[src/rtl/rsa_keygen_euclid_pkg.sv]
// Shared definitions for the RSA key generator: FSM states, error codes and width helper.
package rsa_pkg;

  typedef enum logic [2:0] {
    ST_IDLE   = 3'd0,
    ST_SETUP  = 3'd1,
    ST_TEST   = 3'd2,
    ST_DIV    = 3'd3,
    ST_UPDATE = 3'd4,
    ST_FINISH = 3'd5,
    ST_ERR    = 3'd6,
    ST_DONE   = 3'd7
  } state_t;

  localparam logic [1:0] ERR_OK          = 2'd0;
  localparam logic [1:0] ERR_BAD_PQ      = 2'd1;
  localparam logic [1:0] ERR_E_RANGE     = 2'd2;
  localparam logic [1:0] ERR_NOT_COPRIME = 2'd3;

  // Modulus-side width is twice the prime width so that p*q always fits.
  function automatic int calc_n_w(input int p_w);
    return 2 * p_w;
  endfunction

endpackage

[src/rtl/rsa_keygen_euclid_seq_divider.sv]
// Restoring unsigned divider, one quotient bit per clock; quo/rem valid on the done pulse,
// which arrives W cycles after the cycle in which start is high.
module seq_divider #(
  parameter int W = 16
) (
  input  logic         clk,
  input  logic         rst,
  input  logic         start,
  input  logic [W-1:0] dividend,
  input  logic [W-1:0] divisor,
  output logic [W-1:0] quo,
  output logic [W-1:0] rem,
  output logic         done
);

  localparam int CW = $clog2(W + 1);

  logic [CW-1:0] cnt_r;
  logic [W-1:0]  dvs_r;

  // One restoring step: shift in the next dividend bit, subtract if it fits. Returns {rem, quo}.
  function automatic logic [2*W-1:0] div_step(input logic [W-1:0] r, input logic [W-1:0] q,
                                               input logic [W-1:0] dv);
    logic [W:0] trial;
    logic [W:0] diff;
    trial = {r, q[W-1]};
    diff  = trial - {1'b0, dv};
    if (trial >= {1'b0, dv}) begin
      return {diff[W-1:0], q[W-2:0], 1'b1};
    end else begin
      return {trial[W-1:0], q[W-2:0], 1'b0};
    end
  endfunction

  // The first step runs on the start edge itself so the result lands exactly W cycles later.
  always_ff @(posedge clk or posedge rst) begin
    if (rst) begin
      quo   <= '0;
      rem   <= '0;
      dvs_r <= '0;
      cnt_r <= '0;
      done  <= 1'b0;
    end else if (start) begin
      {rem, quo} <= div_step('0, dividend, divisor);
      dvs_r      <= divisor;
      cnt_r      <= CW'(W - 1);
      done       <= (W == 1);
    end else if (cnt_r != '0) begin
      {rem, quo} <= div_step(rem, quo, dvs_r);
      cnt_r      <= cnt_r - CW'(1);
      done       <= (cnt_r == CW'(1));
    end else begin
      done <= 1'b0;
    end
  end

endmodule

[src/rtl/rsa_keygen_euclid.sv]
// RSA key generator: n = p*q, phi = (p-1)*(q-1), d = e^-1 mod phi by iterative extended Euclid
// using a shared sequential divider, with start/busy/done handshake and error reporting.
module rsa_keygen_euclid
  import rsa_pkg::*;
#(
  parameter int P_W = 8,
  parameter int N_W = calc_n_w(P_W)
) (
  input  logic           clk,
  input  logic           rst,
  input  logic           start,
  input  logic [P_W-1:0] p,
  input  logic [P_W-1:0] q,
  input  logic [N_W-1:0] e,
  output logic           busy,
  output logic           done,
  output logic           err,
  output logic [1:0]     err_code,
  output logic [N_W-1:0] n,
  output logic [N_W-1:0] d
);

  localparam int TW = N_W + 2;

  state_t state_r, state_s;

  logic [P_W-1:0]       p_r, q_r;
  logic [N_W-1:0]       e_r, phi_r, r0_r, r1_r;
  logic signed [TW-1:0] t0_r, t1_r;
  logic [1:0]           pend_code_r;

  logic                 div_start_s, div_done_s;
  logic [N_W-1:0]       div_quo_s, div_rem_s;

  logic [N_W-1:0]       pm1_s, qm1_s, phi_s, n_s, d_norm_s;
  logic                 bad_pq_s, bad_e_s;
  logic signed [TW-1:0] t_prod_s, t1_next_s;

  assign pm1_s    = {{(N_W-P_W){1'b0}}, p_r} - N_W'(1);
  assign qm1_s    = {{(N_W-P_W){1'b0}}, q_r} - N_W'(1);
  assign phi_s    = N_W'(pm1_s * qm1_s);
  assign n_s      = {{(N_W-P_W){1'b0}}, p_r} * {{(N_W-P_W){1'b0}}, q_r};
  assign bad_pq_s = (p_r < P_W'(2)) || (q_r < P_W'(2));
  assign bad_e_s  = (e_r == '0) || (e_r >= phi_s);

  // |t| never exceeds phi, so truncating the full-width product to TW bits is exact.
  assign t_prod_s  = TW'($signed({{TW{1'b0}}, div_quo_s}) * $signed({{N_W{t1_r[TW-1]}}, t1_r}));
  assign t1_next_s = t0_r - t_prod_s;
  assign d_norm_s  = N_W'(t0_r[TW-1] ? (t0_r + $signed({2'b00, phi_r})) : t0_r);

  seq_divider #(.W(N_W)) u_div (
    .clk      (clk),
    .rst      (rst),
    .start    (div_start_s),
    .dividend (r0_r),
    .divisor  (r1_r),
    .quo      (div_quo_s),
    .rem      (div_rem_s),
    .done     (div_done_s)
  );

  // State register.
  always_ff @(posedge clk or posedge rst) begin
    if (rst) state_r <= ST_IDLE;
    else     state_r <= state_s;
  end

  // Next-state logic and divider launch.
  always_comb begin
    state_s     = state_r;
    div_start_s = 1'b0;
    case (state_r)
      ST_IDLE:   if (start) state_s = ST_SETUP; else state_s = ST_IDLE;
      ST_SETUP:  if (bad_pq_s || bad_e_s) state_s = ST_ERR; else state_s = ST_TEST;
      ST_TEST: begin
        if (r1_r == '0) begin
          state_s = ST_FINISH;
        end else begin
          div_start_s = 1'b1;
          state_s     = ST_DIV;
        end
      end
      ST_DIV:    if (div_done_s) state_s = ST_UPDATE; else state_s = ST_DIV;
      ST_UPDATE: state_s = ST_TEST;
      ST_FINISH: if (r0_r != N_W'(1)) state_s = ST_ERR; else state_s = ST_DONE;
      ST_ERR:    state_s = ST_DONE;
      ST_DONE:   state_s = ST_IDLE;
      default:   state_s = ST_IDLE;
    endcase
  end

  // Handshake outputs registered from the next state so they line up with the FSM.
  always_ff @(posedge clk or posedge rst) begin
    if (rst) begin
      busy <= 1'b0;
      done <= 1'b0;
    end else begin
      busy <= (state_s != ST_IDLE);
      done <= (state_s == ST_DONE);
    end
  end

  // Operand latch, Euclid recurrence and result/error registers.
  always_ff @(posedge clk or posedge rst) begin
    if (rst) begin
      p_r         <= '0;
      q_r         <= '0;
      e_r         <= '0;
      phi_r       <= '0;
      r0_r        <= '0;
      r1_r        <= '0;
      t0_r        <= '0;
      t1_r        <= '0;
      pend_code_r <= ERR_OK;
      n           <= '0;
      d           <= '0;
      err         <= 1'b0;
      err_code    <= ERR_OK;
    end else begin
      case (state_r)
        ST_IDLE: begin
          if (start) begin
            p_r      <= p;
            q_r      <= q;
            e_r      <= e;
            err      <= 1'b0;
            err_code <= ERR_OK;
            d        <= '0;
          end
        end
        ST_SETUP: begin
          n           <= n_s;
          phi_r       <= phi_s;
          r0_r        <= phi_s;
          r1_r        <= e_r;
          t0_r        <= '0;
          t1_r        <= TW'(1);
          pend_code_r <= bad_pq_s ? ERR_BAD_PQ : ERR_E_RANGE;
        end
        ST_UPDATE: begin
          r0_r <= r1_r;
          r1_r <= div_rem_s;
          t0_r <= t1_r;
          t1_r <= t1_next_s;
        end
        ST_FINISH: begin
          if (r0_r != N_W'(1)) pend_code_r <= ERR_NOT_COPRIME;
          else                 d           <= d_norm_s;
        end
        ST_ERR: begin
          err      <= 1'b1;
          err_code <= pend_code_r;
          d        <= '0;
        end
        default: ;
      endcase
    end
  end

endmodule

[config.mk]
export PLATFORM = sky130hd
export DESIGN_NAME = rsa_keygen_euclid
export DESIGN_NICKNAME = d
export VERILOG_FILES = /design/src/rtl/rsa_keygen_euclid_pkg.sv /design/src/rtl/rsa_keygen_euclid_seq_divider.sv /design/src/rtl/rsa_keygen_euclid.sv
export SDC_FILE = /design/constraint.sdc
export NUM_CORES = 1
export LEC_CHECK = 0
export BUFFER_PORTS_ARGS = -buffer_cell sky130_fd_sc_hd__buf_2
export CORE_MARGIN = 4
export CORE_UTILIZATION = 55
export CTS_BUF_LIST = sky130_fd_sc_hd__clkbuf_8
export CTS_CLUSTER_SIZE = 8
export DETAILED_ROUTE_END_ITERATION = 12
export PLACE_DENSITY = 0.74
export SLEW_MARGIN = 5
export SYNTH_ARGS = -nofsm -noshare
export SYNTH_HDL_FRONTEND = slang
export SYNTH_SLANG_ARGS = --single-unit
[constraint.sdc]
create_clock -name clk -period 7.6 [get_ports clk]
set_clock_uncertainty 0.1 [all_clocks]
set_input_delay 1.52 -clock clk [delete_from_list [all_inputs] [get_ports clk]]
set_output_delay 1.52 -clock clk [all_outputs]
set_load 0.02 [all_outputs]
==> results.json <==
{
  "period_share": 0.9512,
  "synth_area_leaders": "dfrtp_1 26%, fa_1 22%, ha_1 11%",
  "areaGrowthSynthToFinish_pct": 8.699,
  "status": "finished clean",
  "cts_made_buffers": 38,
  "synth_edf_count": 0,
  "vias_per_cell": 5.677,
  "netlist_top_cells_count": "359 x nand2_1, 286 x inv_1, 226 x fa_1",
  "hold_viol": 0,
  "grtUsageMet2": 0.4287,
  "clock_sinks": 212,
  "die-area_sq_um": 40990,
  "critPathArrivalTime_ns": 7.58,
  "syn-num-nets": 2684,
  "routedWlPerCell_microns": 18.90,
  "yosysWarnings": 0,
  "clk_latency_ns": 0.58,
  "yosysMostFrequentCell": "nand2_1",
  "hold_ws_ns": 0.3712,
  "drt_wl_total_microns": 53310,
  "grt_use_met3": 0.04967,
  "vias": 16020,
  "hold_path_class": "flip-flop to flip-flop",
  "ant_nets": 0,
  "worstPathRequired_ns": 7.96,
  "path_clk_slew_ns": 0.06,
  "avgSynthCellArea_sq_um": 9.305,
  "fillCellCount": 3131,
  "fmax_mhz": 138.3,
  "cp_num_buf_inv": 4,
  "crit_family": "adder cells",
  "drt_first_iter_violations": 1045,
  "synth.cell_area_sq_um": 20800,
  "grt_pass1_wl_microns": 87670,
  "gp_congestion": 0.8989,
  "start_kind": "flip-flop",
  "synth_seq_cells": 212,
  "grt_start_max_net_pins": 138,
  "slew_viol_final": 0,
  "die_height_microns": 202.5,
  "synth_cells": 2235,
  "cts_hold_buf": 0,
  "hpwlAfterDp_microns": 40590,
  "nets": 2739,
  "coreArea_sq_um": 36960,
  "crit_slowest_cell": "fa_1",
  "r2r-start": "p_r[0]",
  "cts_buffer_depth": 3,
  "portBuffers": 71,
  "pin_count": 72,
  "fin_crit_ns": 7.229,
  "placementRows": 70,
  "yosysSeqAreaShare": 0.2551,
  "max-slew-margin-rel": 0.2938,
  "die_x_microns": 202.5,
  "async_flop_share": 1.000,
  "crit_start": "p_r[0]",
  "antenna_found_initial": 0,
  "track_usage": 0.2633,
  "grt-busiest-layer": "met2",
  "h-tree-depth": 2,
  "synth_ff_type": "dfrtp_1",
  "diodes": 0,
  "initial_core_util": 0.5627,
  "gr-usage-met1": 0.3687,
  "finalSetupViolations": 0,
  "drc": 0,
  "synth_top_cell_area_share": 0.2551,
  "max_stage_delay_ns": 0.55,
  "drtPass1Iterations": 6,
  "grt_pass1_vias": 16640,
  "drive_above_1_share": 0.1066,
  "synth.largest_area_cell": "dfrtp_1",
  "worstHoldStart": "n[0]",
  "overflow": 0,
  "cts_tree": "done",
  "synth_cell_types": 67,
  "crit_path_frequent_cell": "fa_1",
  "critPathCaptureType": "flip-flop",
  "worst_pin_slew_ns": 1.057,
  "crit_type": "flip-flop to flip-flop",
  "critPathMaxFanout": 4,
  "ctsRootBufferMaster": "clkbuf_8",
  "cap_violations": 0
}
==> area by class of cell <==
| cell class | instances | area, sq um | area share |
|---|---|---|---|
| Multi-Input combinational cell | 1635 | 14120 | 0.6247 |
| Sequential cell | 212 | 5308 | 0.2348 |
| Inverter | 288 | 1089 | 0.04815 |
| Timing Repair Buffer | 115 | 685.7 | 0.03033 |
| Clock buffer | 47 | 646.9 | 0.02861 |
| Tap cell | 504 | 630.6 | 0.02789 |
| Clock inverter | 20 | 123.9 | 0.005479 |
==> stage by stage <==
stage                     area [sq um]  cells   TNS, ns  utilization  setup WS [ns]
after floorplan                  20800   2235         0            -         0.1858
after global routing             22610   2821  -0.03525       0.6116       -0.03525
after global placement           21720   2752         0       0.5877         0.3250
final                            22610   2821         0       0.6116         0.3708
after detailed placement         21720   2752         0       0.5877        0.08575
after CTS                        22490   2819         0       0.6086        0.03945
==> path summary, 6_finish.rpt <==
kind,cells past startpoint,slack [ns],end
max,28,0.37,busy
min reg2reg,2,0.37,n[0]
min in group asynchronous,2,1.01,u_div.quo[13]
max in group asynchronous,3,4.84,t0_r[3]
max reg2reg,28,0.37,busy
min,2,0.37,n[0]
==> worst reg2reg max path: cells and delay by family (launching register included) <==
| family | cells | cell delay (ns) |
|---|---|---|
| buf+inv | 4 | 0.22 |
| simple gates | 6 | 1.45 |
| xor+xnor | 2 | 0.42 |
| flops | 1 | 0.42 |
| fa+ha+maj | 7 | 3.11 |
| compound gates | 9 | 1.39 |
==> logic make-up (layout without fill, tap and decap cells) <==
| logic type | Yosys count | after routing | share of synthesized area |
|---|---|---|---|
| xor gates and xnor gates | 131 | 131 | 0.05589 |
| and+or+nand+nor | 665 | 665 | 0.1404 |
| adders and majority gates | 414 | 414 | 0.3306 |
| buffers and inverters | 388 | 470 | 0.07201 |
| AOI/OAI and AO/OA | 359 | 359 | 0.1126 |
| muxes | 66 | 66 | 0.03339 |
| DFF | 212 | 212 | 0.2551 |
==> state kept, by name, indices dropped and copies added, names as in the netlist, 8 cells and up <==
signal	cells
d	16
e_r	16
n	16
p_r	8
phi_r	16
q_r	8
r0_r	16
r1_r	16
t0_r	18
t1_r	18
u_div.dvs_r	16
u_div.quo	16
u_div.rem	16
==> cell usage in the layout, fill, tap and decap left out, drive strengths merged, types with 26 or more instances in the layout <==
| master | instances |
|---|---|
| inv | 298 |
| a21oi | 67 |
| xor2 | 35 |
| mux2 | 27 |
| buf | 115 |
| mux2i | 39 |
| and2 | 62 |
| xnor2 | 96 |
| nor3 | 26 |
| clkbuf | 47 |
| ha | 188 |
| a22o | 31 |
| a21o | 30 |
| fa | 226 |
| o21ai | 120 |
| nor2 | 129 |
| nand2 | 359 |
| dfrtp | 212 |
==> metal layers <==
| metal | vias up | wire length, microns |
|---|---|---|
| met5 | - | 0 |
| met4 | 0 | 1307 |
| met3 | 107 | 3532 |
| met2 | 541 | 25160 |
| met1 | 8003 | 23310 |
| li1 | 7364 | - |
==> timing repair <==
item	in CTS	in global routing
buffers inserted	0	2
setup endpoints to repair	0	2
resized for setup	0	21
Power is not shown: default switching activity piles up to over one toggle a cycle in this logic, so the estimate is an artifact.
